[src/rtl/pipe_pkg.sv]
// Shared types for the pipeline register stage: control bundle layout,
// its bit indices, and the skid-buffer occupancy states.
package pipe_pkg;

  typedef struct packed {
    logic reg_write;
    logic mem_read;
    logic mem_write;
    logic mem_to_reg;
    logic branchs;
    logic jumps;
  } ctrl_t;

  localparam int CTRL_BITS       = $bits(ctrl_t);
  localparam int CTRL_REG_WRITE  = 5;
  localparam int CTRL_MEM_READ   = 4;
  localparam int CTRL_MEM_WRITE  = 3;
  localparam int CTRL_MEM_TO_REG = 2;
  localparam int CTRL_BRANCHS    = 1;
  localparam int CTRL_JUMPS      = 0;

  typedef enum logic [1:0] {
    EMPTY = 2'd0,
    ONE   = 2'd1,
    FULL  = 2'd2
  } skid_state_e;

  // Payload is {IR, nIR, PC, B, Result, RegDest, Zero}.
  function automatic int payload_w(input int data_w, input int dest_w);
    return 5 * data_w + dest_w + 1;
  endfunction

endpackage

[src/rtl/pipe_skid_buf.sv]
// Two-entry skid buffer with registered in_ready; only used when the
// stage is built with PIPE_SKID_EN.
//
//   state | meaning
//   EMPTY | nothing held, out_valid=0
//   ONE   | head entry valid, skid entry free
//   FULL  | head and skid both valid, in_ready=0
module pipe_skid_buf
  import pipe_pkg::*;
#(
  parameter int CTRL_W = 6,
  parameter int PAY_W  = 166
) (
  input  logic              clock,
  input  logic              reset_n,
  input  logic              in_valid,
  output logic              in_ready,
  input  logic [CTRL_W-1:0] in_ctrl,
  input  logic [PAY_W-1:0]  in_data,
  input  logic              flush,
  output logic              out_valid,
  input  logic              out_ready,
  output logic [CTRL_W-1:0] out_ctrl,
  output logic [PAY_W-1:0]  out_data
);

  skid_state_e       state;
  logic              in_ready_q;
  logic              out_valid_q;
  logic [CTRL_W-1:0] head_ctrl;
  logic [PAY_W-1:0]  head_data;
  logic [CTRL_W-1:0] skid_ctrl;
  logic [PAY_W-1:0]  skid_data;
  logic              accept;
  logic              handoff;

  assign accept  = in_valid && in_ready_q && !flush;
  assign handoff = out_valid_q && out_ready;

  // head_ctrl is zeroed whenever the stage goes empty so out_ctrl is a bubble.
  always_ff @(posedge clock or negedge reset_n) begin
    if (!reset_n) begin
      state       <= EMPTY;
      in_ready_q  <= 1'b1;
      out_valid_q <= 1'b0;
      head_ctrl   <= '0;
      head_data   <= '0;
      skid_ctrl   <= '0;
      skid_data   <= '0;
    end else if (flush) begin
      state       <= EMPTY;
      in_ready_q  <= 1'b1;
      out_valid_q <= 1'b0;
      head_ctrl   <= '0;
    end else begin
      unique case (state)
        EMPTY: begin
          if (accept) begin
            state       <= ONE;
            out_valid_q <= 1'b1;
            head_ctrl   <= in_ctrl;
            head_data   <= in_data;
          end
        end
        ONE: begin
          if (accept && handoff) begin
            head_ctrl <= in_ctrl;
            head_data <= in_data;
          end else if (accept) begin
            state      <= FULL;
            in_ready_q <= 1'b0;
            skid_ctrl  <= in_ctrl;
            skid_data  <= in_data;
          end else if (handoff) begin
            state       <= EMPTY;
            out_valid_q <= 1'b0;
            head_ctrl   <= '0;
          end
        end
        FULL: begin
          if (handoff) begin
            state      <= ONE;
            in_ready_q <= 1'b1;
            head_ctrl  <= skid_ctrl;
            head_data  <= skid_data;
          end
        end
        default: begin
          state       <= EMPTY;
          in_ready_q  <= 1'b1;
          out_valid_q <= 1'b0;
          head_ctrl   <= '0;
        end
      endcase
    end
  end

  assign in_ready  = in_ready_q;
  assign out_valid = out_valid_q;
  assign out_ctrl  = head_ctrl;
  assign out_data  = head_data;

endmodule

[src/rtl/pipe_stage_skid.sv]
// EX/MEM-style pipeline register stage with valid/ready handshake and flush.
// Define PIPE_SKID_EN for the two-entry skid buffer; default is one entry.
module pipe_stage_skid
  import pipe_pkg::*;
#(
  parameter int DATA_W = 32,
  parameter int CTRL_W = 6,
  parameter int DEST_W = 5
) (
  input  logic                       clock,
  input  logic                       reset_n,
  input  logic                       in_valid,
  output logic                       in_ready,
  input  logic [CTRL_W-1:0]          in_ctrl,
  input  logic [5*DATA_W+DEST_W:0]   in_data,
  input  logic                       flush,
  output logic                       out_valid,
  input  logic                       out_ready,
  output logic [CTRL_W-1:0]          out_ctrl,
  output logic [5*DATA_W+DEST_W:0]   out_data
);

  localparam int PAY_W = payload_w(DATA_W, DEST_W);

`ifdef PIPE_SKID_EN

  pipe_skid_buf #(
    .CTRL_W (CTRL_W),
    .PAY_W  (PAY_W)
  ) u_skid (
    .clock     (clock),
    .reset_n   (reset_n),
    .in_valid  (in_valid),
    .in_ready  (in_ready),
    .in_ctrl   (in_ctrl),
    .in_data   (in_data),
    .flush     (flush),
    .out_valid (out_valid),
    .out_ready (out_ready),
    .out_ctrl  (out_ctrl),
    .out_data  (out_data)
  );

`else

  logic              valid_q;
  logic [CTRL_W-1:0] ctrl_q;
  logic [PAY_W-1:0]  data_q;
  logic              accept;
  logic              handoff;

  // A held beat leaving this cycle frees the slot for the incoming one.
  assign in_ready = !valid_q || out_ready;
  assign accept   = in_valid && in_ready && !flush;
  assign handoff  = valid_q && out_ready;

  always_ff @(posedge clock or negedge reset_n) begin
    if (!reset_n) begin
      valid_q <= 1'b0;
      ctrl_q  <= '0;
      data_q  <= '0;
    end else if (flush) begin
      valid_q <= 1'b0;
      ctrl_q  <= '0;
    end else if (accept) begin
      valid_q <= 1'b1;
      ctrl_q  <= in_ctrl;
      data_q  <= in_data;
    end else if (handoff) begin
      valid_q <= 1'b0;
      ctrl_q  <= '0;
    end
  end

  assign out_valid = valid_q;
  assign out_ctrl  = ctrl_q;
  assign out_data  = data_q;

`endif

endmodule

[config.mk]
export PLATFORM = sky130hd
export DESIGN_NAME = pipe_stage_skid
export DESIGN_NICKNAME = d
export VERILOG_FILES = /design/src/rtl/pipe_pkg.sv /design/src/rtl/pipe_skid_buf.sv /design/src/rtl/pipe_stage_skid.sv
export SDC_FILE = /design/constraint.sdc
export NUM_CORES = 1
export LEC_CHECK = 0
export CAP_MARGIN = 5
export CORE_AREA = 2 2 138 140
export DETAILED_ROUTE_END_ITERATION = 6
export DIE_AREA = 0 0 140 142
export HOLD_SLACK_MARGIN = 0.1
export PLACE_DENSITY_LB_ADDON = 0.2
export SKIP_LAST_GASP = 1
export SYNTH_ARGS = -nofsm -noshare
export SYNTH_HDL_FRONTEND = slang
export SYNTH_SLANG_ARGS = --single-unit
[constraint.sdc]
create_clock -name clock -period 4.1 [get_ports clock]
set_input_delay 0.82 -clock clock [delete_from_list [all_inputs] [get_ports clock]]
set_output_delay 0.82 -clock clock [all_outputs]
set_load 0.05 [all_outputs]
==> summary.txt, run 1 <==
Final hold vios -> 0
# resized after CTS -> 0
Reg-to-reg slack, setup -> 1.96 ns
Relative slew slack -> 42.9%
Total number of vias -> 4,642
Min cycle time layout -> 3.61 ns
Sink Count -> 173
Seq/Total Area, Yosys -> 65.4%
TNS Setup -> 0 ns
RSZ-0062 raised after global routing -> false
Synth top area cells -> dfrtp_1 65%, mux2_2 27%, buf_6 2.4%
Io pins -> 351
Final nets -> 918
Failing checks -> design-rule violations
Post-CTS Setup Inserts -> 0
Diodes inserted -> 0
H-tree depth -> 4
Power Dens Cells -> 544 nW/um2
First-pass GRT wire length -> 27,600 um
Syn-to-layout area delta -> 63.8%
Synth Cell Area -> 6620 um2
Clock transition at path regs -> 0.06 ns
Cell repeated most along the worst path -> clkdlybuf4s50_1
Mapped Nets -> 567
Synth cell types -> 15
Synthesized area per cell -> 17.0 um2
Area of the core -> 18,500 um2
Fin cells -> 988
FMAX -> 277 MHz
Yosys top cell area share -> 65.4%
Leakage power total -> 4.41 nW
Worst Setup Start Kind -> input port
Slew Viols, Final -> 0
Fraction of layout cells with a size suffix above 1 -> 26.3%
Max VDD drop -> 0.000267 V
Cts hold-fix bufs -> 0
CTS tree -> yes
Yosys synthesis warning count -> 0
Yosys reg bits -> 173
Worst Hold Class -> input port to asynchronous set/reset pin
GR Util All Layers -> 17.9%
Vias per cell -> 4.70
Final setup fails -> 0
Clock Latency Late Sink -> 0.42 ns
CP max stage delay -> 0.73 ns
Final wirelength -> 17,800 um
Yosys top cell by area -> dfrtp_1
Crit Path Class -> input port to primary output
Starting DRT DRC Count -> 174
CP max-delay cell -> clkdlybuf4s50_1
Crit path buf inv count -> 3
Arrival @ worst endpoint -> 2.79 ns
Placed cells -> 956
Status -> complete, but fails checks
# rows -> 50
WL per Instance -> 18.1 um
Number of global-route vias before repair -> 5,044
Crit end category -> primary output
Longest Clk Path Bufs -> 2
Starting Density -> 35.9%
Worst Clk Skew -> 0.00973 ns
Largest net degree at the start of global routing -> 97
Grt ovf -> 0
Max cap viols -> 0
Final period util -> 87.9%
Num CTS Buffers -> 17
Width of the die -> 140 um
Delay-heaviest family, CP -> buffers and inverters
Critical path peak fanout -> 9
Crit path cell chain -> clkdlybuf4s50_1, nor2b_1, inv_1, clkdlybuf4s50_1
Drt first pass iters -> 6
CTS root buf -> clkbuf_16
Worst-Margin Slew -> 0.856 ns
Die H -> 142 um
I/O Buffers -> 350
Critical Path RT -> 3.28 ns
Final GP Congestion -> 0.775
# DRC -> 25
Antenna viol nets, final -> 0
Syn Inst Count -> 390
Detail Placement HPWL -> 13,300 um
Die Area -> 19,900 um2
Initial antenna violation count -> 0
[cell type report]
cell class	count	area [um2]
clock buffer	19	433
clock inverter	13	131
fill	1443	7610
inverter	1	3.75
multi-input combinational	194	2080
sequential	173	4330
tap	234	293
timing repair buffer	354	3570
[worst register-to-register path, cell delays in order, from the launching register on]
cell and delay, ns:
dfrtp_1 0.47, nor2b_1 0.29, nor3b_4 0.33, buf_12 0.43, mux2_2 0.51
[cells in the mapped netlist (all sizes together)]
| library cell | number |
|---|---|
| dfrtp | 173 |
| mux2 | 166 |
| buf | 21 |
| a21oi | 6 |
| a32oi | 6 |
| mux2i | 6 |
| or2 | 6 |
| nor2 | 2 |
| clkbuf | 1 |
| inv | 1 |
| nor2b | 1 |
| nor3b | 1 |
[placed cells by master, fill, tap and decap left out]
cell type / netlist / final
bufinv_16: 0 / 1
or2_2: 6 / 6
clkinv_4: 0 / 3
mux2_1: 10 / 10
a32oi_1: 6 / 6
mux2i_1: 6 / 6
dfrtp_1: 173 / 173
mux2_2: 156 / 156
inv_1: 1 / 1
clkbuf_16: 0 / 17
nor3b_4: 1 / 1
clkdlybuf4s50_1: 0 / 349
inv_8: 0 / 1
clkinvlp_4: 0 / 2
nor2_1: 2 / 2
nor2b_1: 1 / 1
clkinv_2: 0 / 1
buf_12: 0 / 3
clkbuf_1: 1 / 2
a21oi_1: 6 / 6
buf_4: 3 / 1
inv_6: 0 / 5
buf_6: 14 / 1
[sequential cells by signal, summed over array words and instances, names as in the netlist]
register	count
out_ctrl	6
out_valid	1
out_data	166
[logic make-up after synthesis]
| group | after synthesis | synth area share (%) |
|---|---|---|
| simple gates | 10 | 1.06 |
| flops | 173 | 65.4 |
| mux | 172 | 29.1 |
| buf+inv | 23 | 3.14 |
| compound gates | 12 | 1.25 |
[per-stage QoR]
| step | cell area, um2 | utilization, % | power [mW] | hold slack (ns) | worst slack, ns |
|---|---|---|---|---|---|
| finish | 10800 | 58.8 | 5.90 | 0.478 | 0.495 |
| global route | 10800 | 58.8 | 6.14 | 0.513 | 0.398 |
| CTS | 10800 | 58.8 | 5.97 | 0.491 | 0.498 |
| detailed placement | 10300 | 55.7 | 4.40 | 0.475 | 0.507 |
| global placement | 10300 | 55.7 | 4.36 | 0.466 | 0.588 |
| floorplan | 6620 | - | 3.51 | 0.524 | 1.96 |
[path summary, 6_finish.rpt]
check	cells past startpoint	to	start
worst max-delay path	4	in_ready	out_ready
worst min-delay path	1	out_data[154]	reset_n
worst max register to register	4	out_data[156]	out_valid
worst min register to register	1	out_data[21]	out_data[21]
max in group asynchronous	2	out_data[105]	reset_n
min in group clock	1	out_data[21]	out_data[21]
[routing by layer]
| layer | global-route usage [%] | up-vias | share of wire [%] |
|---|---|---|---|
| li1 | - | 2097 | - |
| met1 | 20.5 | 2269 | 37 |
| met2 | 29.9 | 236 | 50 |
| met3 | 6.53 | 40 | 9.5 |
| met4 | 8.72 | 0 | 3.1 |
| met5 | 0 | - | 0 |
[report_power, final]
group / internal [mW] / switching, mW
clock: 0.853 / 0.694
sequential: 1.99 / 0.148
combinational: 0.853 / 1.36
Note: power is estimated with default switching activity, not from simulation.
==> inputs of run 2 (changes only) <==
--- a/config.mk
+++ b/config.mk
@@ -9,4 +9,6 @@
 export CORE_AREA = 2 2 138 140
+export CTS_CLUSTER_DIAMETER = 120
 export DETAILED_ROUTE_END_ITERATION = 6
 export DIE_AREA = 0 0 140 142
+export DONT_BUFFER_PORTS = 1
 export HOLD_SLACK_MARGIN = 0.1
==> constraint.sdc (replaced) <==
create_clock -name clock -period 4.1 [get_ports clock]
set_input_delay 0.615 -clock clock [delete_from_list [all_inputs] [get_ports clock]]
set_output_delay 0.615 -clock clock [all_outputs]
set_load 0.05 [all_outputs]
==> run 2 against run 1 <==
The flow finishes with violations (design-rule violations, negative hold slack). Core utilization shrank 19 points. Via count decreased by 30%. Maximum frequency grew 25%. Wire length down 23%. Non-clock buffer count fell by 352. Count of clock-buffer cells in the layout decreased by 1. Clock power grew 5%. Flip-flop and latch count stayed put. Combinational power shrank 84%. Worst hold slack lost 0.59 ns. Sequential share of layout area is 19 points higher.
==> summary.txt, run 2 (synthesized netlist as in run 1, its figures left out) <==
Status -> complete, but fails checks
Failing checks -> design-rule violations, negative hold slack
Crit Path Class -> flop to primary output
Utilization after layout -> 39.8%
DP Worst Slack -> 1.63 ns
Io pins -> 351
Width of the die -> 140 um
Slew Viols, Final -> 0
Clk network pwr share -> 31.2%
Antenna viol nets, final -> 0
Initial antenna violation count -> 3
Number of global-route vias before repair -> 3,552
WL per Instance -> 21.7 um
GR Util All Layers -> 13.6%
Final setup fails -> 0
Detail Placement HPWL -> 9850 um
Largest net degree at the start of global routing -> 174
Arrival @ worst endpoint -> 2.26 ns
Final nets -> 566
Grt ovf -> 0
Worst Clk Skew -> 0.00900 ns
Total number of vias -> 3,257
Post-CTS Setup Inserts -> 0
CTS root buf -> clkbuf_16
Num CTS Buffers -> 17
Final wirelength -> 13,800 um
Starting Density -> 35.9%
Highest-count cells in the layout ignoring fill and taps -> 173 x dfrtp_1, 156 x mux2_2, 17 x clkbuf_16
Worst Setup Start Kind -> flop
CTS tree -> yes
Tot Pwr -> 5.19 mW
Fillers -> 1,733
Clock transition at path regs -> 0.06 ns
Commonest non-fill, non-tap cell in the layout -> dfrtp_1
# rows -> 50
Final hold slack -> -0.113 ns
Worst R2R Path Depth -> 4
Int Pwr -> 3.17 mW
Drt first pass iters -> 7
Sink Count -> 173
Fraction of layout cells with a size suffix above 1 -> 48.5%
RSZ-0062 raised after global routing -> false
TNS Setup -> 0 ns
Final GP Congestion -> 0.754
Worst Hold Class -> input port to asynchronous set/reset pin
I/O Buffers -> 0
Longest Clk Path Bufs -> 2
NetSw -> 2.02 mW
Final worst setup slack -> 1.22 ns
FMAX -> 347 MHz
# DRC -> 50
Vias per cell -> 5.13
Power Dens Cells -> 707 nW/um2
# resized after CTS -> 0
First-pass GRT wire length -> 20,600 um
Area of the core -> 18,500 um2
H-tree depth -> 4
Starting DRT DRC Count -> 154
Comb pwr share -> 6.6%
Die Area -> 19,900 um2
Final period util -> 70.2%
Worst-Margin Slew -> 0.724 ns
Critical Path RT -> 3.48 ns
Number of flip-flops in the largest register -> 166
Critical path peak fanout -> 9
Die H -> 142 um
Clock Latency Late Sink -> 0.41 ns
Final hold vios -> 173
Crit end category -> primary output
Leakage power total -> 3.04 nW
Switching part of the total -> 38.9%
Min cycle time layout -> 2.88 ns
Max cap viols -> 0
Relative slew slack -> 51.7%
Syn-to-layout area delta -> 10.9%
Seq pwr share -> 62.1%
Reg-to-reg slack, setup -> 1.73 ns
Max VDD drop -> 0.000263 V
[run 2: cell types whose count changed in the layout (fill, tap and decap cells not counted), sizes merged, moves of 2 or more]
| cell | change |
|---|---|
| buf | -3 |
| bufinv | +2 |
| clkdlybuf4s50 | -349 |
| clkinv | -2 |
| inv | -2 |
[run 2: power groups by stage]
| stage | sequential (mW) | combinational (mW) | clock (mW) |
|---|---|---|---|
| 4_1_cts | 3.23 | 0.352 | 1.67 |
| 6_report | 3.22 | 0.345 | 1.62 |
| 5_1_grt | 3.26 | 0.382 | 1.75 |
| 2_1_floorplan | 3.18 | 0.329 | 0 |
| 3_5_place_dp | 3.26 | 0.354 | 0 |
| 3_3_place_gp | 3.27 | 0.333 | 0 |
[run 2: worst max-delay path, cell delays in order, from the launching register on]
cell and delay (ns):
dfrtp_1 0.75, nor2b_1 0.67, inv_1 0.43
[run 2: cell type report]
cell class | instances | area [um2] | area share [%]
Sequential cell | 173 | 4330 | 59.0
Multi-Input combinational cell | 194 | 2080 | 28.4
Clock buffer | 18 | 429 | 5.85
Tap cell | 234 | 293 | 3.99
Clock inverter | 12 | 161 | 2.20
Timing Repair Buffer | 2 | 40.0 | 0.545
Inverter | 1 | 3.75 | 0.0511
Antenna cell | 1 | 2.50 | 0.0341
[run 2: worst paths after layout]
kind	from	end
max	out_valid	in_ready
min	reset_n	out_data[141]
max reg2reg	out_valid	out_data[40]
min reg2reg	out_data[19]	out_data[19]
max in group asynchronous	reset_n	out_data[36]
min in group clock	flush	out_ctrl[2]
[run 2: metrics by stage]
stage / area [um2] / instances
finish: 7340 / 635
detailed placement: 6750 / 604
global placement: 6750 / 604
CTS: 7340 / 634
floorplan: 6620 / 390
global route: 7340 / 634
[run 2: routing by layer]
| metal | track usage, % | routed length [um] | vias to the layer above |
|---|---|---|---|
| li1 | - | - | 1380 |
| met1 | 13.6 | 4530 | 1630 |
| met2 | 23.3 | 7270 | 224 |
| met3 | 7.77 | 1730 | 19 |
| met4 | 5.90 | 224 | 4 |
| met5 | 0 | 33 | - |
==> inputs of run 3 (changes only) <==
clock period = 2.7 ns   (was 4.1 ns; I/O delays follow)
==> run 3 against run 2 <==
The run still ends with design-rule violations, negative hold slack left. Flip-flop and latch count did not move. Sequential share of layout area down 0.73 points. Setup slack lost 0.71 ns. Global-route usage hardly changed. Non-clock buffer count rose by 12. Combinational power increased by 58%. Final cell count grew 2.2%. Core utilization increased by 0.50 points. Via count increased by 1.6%.
==> summary.txt, run 3 (synthesized netlist as in run 1, its figures left out) <==
Critical path peak fanout -> 9
Min cycle time layout -> 2.19 ns
Clock transition at path regs -> 0.07 ns
RSZ-0062 raised after global routing -> false
TNS Setup -> 0 ns
Clock Latency Late Sink -> 0.41 ns
FMAX -> 457 MHz
Antenna viol nets, final -> 0
Final period util -> 81.0%
Fin area -> 7430 um2
Grt ovf -> 0
Clk network pwr share -> 30.0%
Post-CTS Setup Inserts -> 0
Die H -> 142 um
Max VDD drop -> 0.000393 V
Worst Hold Class -> input port to asynchronous set/reset pin
Drt first pass iters -> 6
Highest-count cells in the layout ignoring fill and taps -> 173 x dfrtp_1, 156 x mux2_2, 17 x clkbuf_16
Sink Count -> 173
Io pins -> 351
# rows -> 50
I/O Buffers -> 0
Max cap viols -> 0
DP Area -> 6760 um2
Worst-Margin Slew -> 0.722 ns
Worst Setup Start Kind -> flop
Final wirelength -> 13,800 um
NetSw -> 3.10 mW
Int Pwr -> 4.66 mW
Switching part of the total -> 39.9%
# DRC -> 50
Syn-to-layout area delta -> 12.3%
Fraction of layout cells with a size suffix above 1 -> 47.1%
CTS tree -> yes
Final hold slack -> -0.313 ns
First-pass GRT wire length -> 20,700 um
Arrival @ worst endpoint -> 1.78 ns
Crit Path Class -> flop to primary output
Starting DRT DRC Count -> 160
Area of the core -> 18,500 um2
Vias per cell -> 5.10
H-tree depth -> 4
Crit end category -> primary output
Commonest non-fill, non-tap cell in the layout -> dfrtp_1
Final GP Congestion -> 0.738
Slew Viols, Final -> 0
Status -> complete, but fails checks
Total number of vias -> 3,310
Power Dens Cells -> 1040 nW/um2
Worst r2r src -> out_valid
Num CTS Buffers -> 17
Die Area -> 19,900 um2
Relative slew slack -> 51.7%
Number of flip-flops in the largest register -> 166
Width of the die -> 140 um
Reg-to-reg slack, setup -> 0.75 ns
Critical Path RT -> 2.30 ns
Initial antenna violation count -> 3
Final hold vios -> 173
Comb pwr share -> 7.0%
Largest net degree at the start of global routing -> 174
Final nets -> 578
GR Util All Layers -> 13.6%
Detail Placement HPWL -> 9930 um
Leakage power total -> 3.08 nW
Seq pwr share -> 63.0%
Worst R2R Path Depth -> 4
Failing checks -> design-rule violations, negative hold slack
Starting Density -> 35.9%
Final setup fails -> 0
CTS root buf -> clkbuf_16
Number of global-route vias before repair -> 3,625
Reg2Reg Capture Point -> out_data[54]
Longest Clk Path Bufs -> 2
WL per Instance -> 21.3 um
Worst Clk Skew -> 0.00986 ns
-- run 3: metrics by stage --
step                      util [%]  cells  total power [mW]  setup slack, ns
after global placement        36.6    605              5.46            0.845
after CTS                     40.0    643              7.87            0.500
after global routing          40.3    648              8.09            0.364
after detailed placement      36.6    605              5.50            0.792
after floorplan                  -    390              5.33            0.726
final                         40.3    649              7.76            0.514
-- run 3: routing by layer --
metal  GRT usage (%)  vias to the layer above  wire (um)
li1                -                     1404          -
met5               0                        -         30
met2            23.7                      222       7380
met4            5.10                        4        208
met3            7.40                       16       1650
met1            13.9                     1664       4550
-- run 3: layout make-up --
cell class	instances	area, um2
multi-input cells	194	2080
diodes	1	2.50
well taps	234	293
clock inverters	12	129
clock buffers	20	437
inverters	1	3.75
fillers	1692	11000
flip-flops and latches	173	4330
repair buffers	14	158
-- run 3: worst max path at each step --
stage          startpoint            end  cells after the start
5_1_grt         out_valid       in_ready                      2
6_report        out_valid       in_ready                      2
4_1_cts         out_valid       in_ready                      2
2_1_floorplan   out_valid  out_data[100]                      6
3_5_place_dp    out_valid  out_data[150]                      4
3_3_place_gp    out_valid   out_data[45]                      4
-- run 3: power groups by stage --
stage	logic (mW)	registers (mW)	clock network, mW
final	0.546	4.89	2.33
after global routing	0.602	4.94	2.55
after CTS	0.552	4.90	2.41
after detailed placement	0.546	4.95	0
after global placement	0.508	4.96	0
after floorplan	0.500	4.83	0
-- run 3: what timing repair did --
item                       in CTS  in global routing
setup endpoints to repair       0                  0
hold endpoints to repair      184                178
resized for setup               0                  0
hold buffers                    6                  5
-- run 3: worst max-delay path, cell delays in order, from the launching register on --
cell and delay [ns]:
dfrtp_1 0.34, nor2b_1 0.59, inv_1 0.43
